File: config.mk
export PLATFORM = sky130hd
export DESIGN_NAME = invsqrt_out_fifo
export DESIGN_NICKNAME = d
export VERILOG_FILES = /design/src/rtl/invsqrt_out_fifo.sv
export SDC_FILE = /design/constraint.sdc
export NUM_CORES = 1
export LEC_CHECK = 0
export ABC_AREA = 1
export CAP_MARGIN = 20
export CELL_PAD_IN_SITES_DETAIL_PLACEMENT = 1
export CELL_PAD_IN_SITES_GLOBAL_PLACEMENT = 2
export CORE_MARGIN = 5
export CORE_UTILIZATION = 41
export DETAILED_ROUTE_END_ITERATION = 10
export GPL_TIMING_DRIVEN = 0
export PLACE_DENSITY = 0.85
export REMOVE_ABC_BUFFERS = 1
export SYNTH_ARGS = -nofsm -noshare
export SYNTH_HDL_FRONTEND = slang
export SYNTH_SLANG_ARGS = --single-unit
File: constraint.sdc
create_clock -name clk -period 3.8 [get_ports clk]
set_input_delay 1.14 -clock clk [delete_from_list [all_inputs] [get_ports clk]]
set_output_delay 1.14 -clock clk [all_outputs]
set_load 0.02 [all_outputs]
File: src/rtl/invsqrt_out_fifo.sv
// Result buffer for the inverse-sqrt pipeline: restores the sign bit, queues results, tracks issue credits.
// Latency: push visible on out_valid one edge after in_ready; show-ahead output.
// Backpressure: none upstream (results dropped when full); issue_ok gates new operands by credit.
module invsqrt_out_fifo #(
    parameter int DEPTH = 8,
    parameter int AW    = 3
) (
    input  logic          clk,
    input  logic          rst_n,
    input  logic          in_issue,
    output logic          issue_ok,
    input  logic          in_ready,
    input  logic [30:0]   in_data,
    output logic          out_valid,
    output logic [31:0]   out_data,
    input  logic          out_ack,
    output logic [AW:0]   count,
    output logic          full,
    output logic          empty,
    output logic [1:0]    err,
    input  logic          clear_err
);

    localparam logic [AW:0]   DEPTH_C = (AW+1)'(DEPTH);
    localparam logic [AW+1:0] DEPTH_W = (AW+2)'(DEPTH);

    logic [30:0]   mem [DEPTH];
    logic [AW-1:0] wr_ptr;
    logic [AW-1:0] rd_ptr;
    logic [AW:0]   inflight;
    logic          pop;
    logic          push;
    logic          drop;
    logic          issue_bad;
    logic [1:0]    err_next;

    assign empty     = (count == '0);
    assign full      = (count == DEPTH_C);
    assign out_valid = !empty;
    assign out_data  = out_valid ? {1'b0, mem[rd_ptr]} : 32'd0;
    assign issue_ok  = ({1'b0, count} + {1'b0, inflight}) < DEPTH_W;

    // A full buffer still accepts a result when the same edge frees a slot.
    assign pop       = out_valid && out_ack;
    assign push      = in_ready && (!full || pop);
    assign drop      = in_ready && full && !pop;
    assign issue_bad = in_issue && !issue_ok;

    always_comb begin
        err_next = clear_err ? 2'b00 : err;
        if (drop)
            err_next[0] = 1'b1;
        if (issue_bad)
            err_next[1] = 1'b1;
    end

    always_ff @(posedge clk) begin
        if (push)
            mem[wr_ptr] <= in_data;
    end

    always_ff @(posedge clk or negedge rst_n) begin
        if (!rst_n) begin
            wr_ptr   <= '0;
            rd_ptr   <= '0;
            count    <= '0;
            inflight <= '0;
            err      <= 2'b00;
        end else begin
            err <= err_next;
            if (push)
                wr_ptr <= wr_ptr + 1'b1;
            if (pop)
                rd_ptr <= rd_ptr + 1'b1;
            case ({push, pop})
                2'b10:   count <= count + 1'b1;
                2'b01:   count <= count - 1'b1;
                default: count <= count;
            endcase
            // Over-issue saturates; a stray result with nothing in flight leaves it at zero.
            case ({in_issue, in_ready})
                2'b10:   if (inflight != DEPTH_C) inflight <= inflight + 1'b1;
                2'b01:   if (inflight != '0) inflight <= inflight - 1'b1;
                default: inflight <= inflight;
            endcase
        end
    end

endmodule

==> impl_results.rst <==
.. list-table::
   :header-rows: 1

   * - Metric
     - Value
   * - Iter 0 DRT Violations
     - 377
   * - Routed wire per std cell
     - 21.94 microns
   * - Die Footprint
     - 29580 sq um
   * - Layout net count
     - 958
   * - Run status
     - completed
   * - Sw Pwr
     - 4.171 mW
   * - Part of the total power dissipated in the clock network
     - 0.219
   * - Number of register bits inferred by synthesis
     - 264
   * - Sw Share
     - 0.3829
   * - Clk_lat worst skew
     - 510 ps
   * - Worst Tran Pin Value
     - 809.3 ps
   * - Endpoint of the worst-slack reg-to-reg timing path
     - mem[5][7]
   * - Crit Reg-Reg Startpoint
     - count[3]
   * - Clock root buffer master
     - clkbuf_16
   * - Endpoint class of the critical path
     - output port
   * - Max rail drop VDD
     - 0.4932 mV
   * - Final count of negative-setup-slack endpoints
     - 0
   * - Class of the tightest hold or removal check
     - reg2reg
   * - Count of cell types in the netlist
     - 34
   * - H-Tree Level Count
     - 1
   * - Worst setup path class
     - reg2out
   * - Number of maximum-capacitance violations
     - 0
   * - Number of buffers between clock root and the deepest sink
     - 3
   * - Setup repair after global routing missed its margin
     - false
   * - Length of the first detailed-routing pass in iterations
     - 4
   * - Number of hold violations in the final report
     - 0
   * - Vertical die dimension
     - 172 microns
   * - Total of fill cells in the finished design
     - 2601
   * - Crit path arrival time
     - 2560 ps
   * - Final-layout setup total negative slack
     - 0 ps
   * - Growth of design area from synthesis to finish
     - 20.94%
   * - Core Region
     - 25980 sq um
   * - Total global routing track utilization
     - 0.1861
   * - Post-layout util
     - 0.5008
   * - Routed WL
     - 27710 microns
   * - Slew Viols, Final
     - 0
   * - HP Start
     - err[0]
   * - Cells after synthesis
     - 834
   * - Overall power of the completed layout
     - 10.89 mW
   * - Initial antenna violation count
     - 0
   * - Startpoint kind of the worst setup timing path
     - flop
   * - Hold-critical path endpoint
     - err[0]
   * - Clock sink total
     - 264
   * - Initial cell density of the core
     - 0.4141
   * - Yosys warning count
     - 0
   * - Row cnt
     - 59
   * - Depth of the worst register-to-register path
     - 9
   * - Detail-routed via count per cell
     - 5.538
   * - Placed wire-length estimate
     - 14060 microns
   * - Worst relative slew slack
     - 0.4592
   * - Antenna Cells
     - 0
   * - Comb power frac
     - 0.416
   * - Clock transition at the registers of the reported paths
     - 60 ps
   * - Number of buffers inserted by hold repair at cts
     - 0
   * - Wire length the detailed router placed on met1
     - 11550 microns
   * - Die outline width
     - 172 microns
   * - Clock skew after layout
     - 9.381 ps
   * - I/O pin cnt
     - 79
   * - Top Metal Used
     - met4
   * - Vias in the first global route
     - 7435
   * - Post-route DRC violation count
     - 0
   * - Sum of met3 wire segment lengths after detailed routing
     - 1429 microns
   * - Internal power
     - 6.723 mW
   * - Total length of routed met2 wires
     - 14200 microns
   * - Fraction of power consumed by sequential logic
     - 0.365
   * - Reg2Reg Setup Slack
     - 840 ps
   * - WP data required
     - 2660 ps
   * - Static leakage power
     - 4.537 nW
   * - Total power per unit cell area
     - 837.1 nW/um^2
   * - Vias
     - 6994
   * - Portion of the clock cycle consumed by the worst path in the final layout
     - 0.9743
   * - Largest fanout on the critical path
     - 43
   * - Largest net degree at the start of global routing
     - 70
   * - Number of nets with antenna violations after detailed routing
     - 0
   * - Post-synthesis cell area
     - 10760 sq um
   * - Number of buffers inserted by port buffering
     - 77
   * - Wire length of the first global-routing pass
     - 42320 microns
   * - Fraction of layout cells with a size suffix above 1
     - 0.09483
   * - Syn Area/Cell
     - 12.90 sq um
   * - RD Place Congestion
     - 0.6958
   * - Shortest period the worst path allows
     - 3702 ps
   * - Number of clock buffers inserted by TritonCTS
     - 27
   * - Register area share after synthesis
     - 0.7293
   * - Highest clock frequency the design can meet
     - 270.1 MHz
   * - TritonCTS clock tree
     - done
   * - Total congestion overflow after global routing
     - 0
   * - Hold Path Depth
     - 2
[logic make-up (layout without fill, tap and decap cells)]
kind of cell	count (synthesis)	count (layout)	synth area share
AO/OA/AOI/OAI	167	167	0.1003
other	1	1	0.0003485
flip-flops	264	264	0.7293
AND/OR/NAND/NOR	310	310	0.1167
XOR/XNOR	9	9	0.007325
adder cells (fa/ha/maj)	9	9	0.01116
buffers and inverters	74	168	0.03477
[critical path, cell delays in order, from the launching register on]
cell,delay [ps]
dfrtp_4,570
inv_16,190
bufbuf_16,340
nor2_1,50
o32ai_1,250
o21ai_1,100
nor2_1,190
clkdlybuf4s15_1,330
[through the flow]
| stage | hold slack (ps) | area (sq um) | cells | setup WS, ps |
|---|---|---|---|---|
| after floorplan | 490.4 | 10480 | 783 | -876.8 |
| after global placement | 519.0 | 11670 | 1195 | -3803 |
| after detailed placement | 529.4 | 12010 | 1206 | -238.4 |
| after CTS | 545.1 | 12950 | 1260 | 4.557 |
| after global routing | 566.0 | 13010 | 1263 | 8.003 |
| final | 539.3 | 13010 | 1263 | 97.80 |
[flip-flops by register name, indices dropped and copies added, names as in the netlist]
name,flops
count,4
inflight,4
wr_ptr,3
mem,248
err,2
rd_ptr,3
[layout by cell type, fill, tap and decap left out, types with 17 or more instances in the layout]
master	netlist	routed
o21ai_1	33	33
clkdlybuf4s50_1	0	47
edfxtp_1	248	248
nand2_1	26	26
o21ai_0	65	65
nor2_1	259	251
o32ai_1	62	62
inv_1	18	17
clkbuf_16	0	29
[cell type report]
type	count	area (sq um)	area share
well taps	335	419.2	0.03221
clock inverters	9	68.82	0.005288
inverters	23	110.1	0.008461
clock buffers	36	709.4	0.05451
repair buffers	100	1249	0.09595
multi-input cells	496	2599	0.1997
flip-flops and latches	264	7859	0.6039
[how the worst max path moves through the flow]
stage	cells past startpoint	endpoint	slack [ps]	from
final	7	out_data[23]	100	rd_ptr[0]
after global routing	7	out_data[23]	8	rd_ptr[0]
after CTS	7	out_data[4]	5	rd_ptr[0]
after detailed placement	7	out_data[12]	-240	rd_ptr[0]
after global placement	6	out_data[30]	-3800	rd_ptr[0]
after floorplan	5	out_data[0]	-880	rd_ptr[0]
[synthesized netlist by cell type, drive strengths merged]
| cell type | n | share of area |
|---|---|---|
| o21ai | 99 | 0.046 |
| conb | 1 | 0.00035 |
| a21boi | 1 | 0.00070 |
| inv | 23 | 0.0085 |
| o32ai | 62 | 0.050 |
| o22ai | 2 | 0.0012 |
| nand4 | 2 | 0.0012 |
| fa | 1 | 0.0019 |
| nor2 | 261 | 0.092 |
| or2 | 1 | 0.00081 |
| nor4 | 2 | 0.0012 |
| clkbuf | 25 | 0.0087 |
| edfxtp | 248 | 0.69 |
| a21oi | 2 | 0.00093 |
| xor2 | 5 | 0.0041 |
| dfrtp | 16 | 0.037 |
| o211ai | 1 | 0.00070 |
| ha | 8 | 0.0093 |
| buf | 26 | 0.018 |
| nand2 | 32 | 0.015 |
| xnor2 | 4 | 0.0033 |
| nand3 | 12 | 0.0067 |
[repair_timing]
| action | 4_1_cts | 5_1_grt |
|---|---|---|
| cloned | 3 | 2 |
| setup buffers | 6 | 1 |
| gates resized for setup | 27 | 22 |
| setup endpoints to repair | 31 | 18 |
[per-layer routing]
layer	global-route usage	vias to the layer above
li1	-	3198
met1	0.2388	3567
met2	0.3395	192
met3	0.01966	37
met4	0.04545	0
met5	0	-
[power groups by stage]
stage	Sequential [mW]	Combinational [mW]	Clock, mW
final	3.97	4.53	2.39
after global routing	4.02	4.93	2.57
after CTS	3.98	4.54	2.43
after detailed placement	4.12	4.23	0
after global placement	4.36	3.79	0
after floorplan	4.13	2.28	0
(Power assumes the default switching activity.)
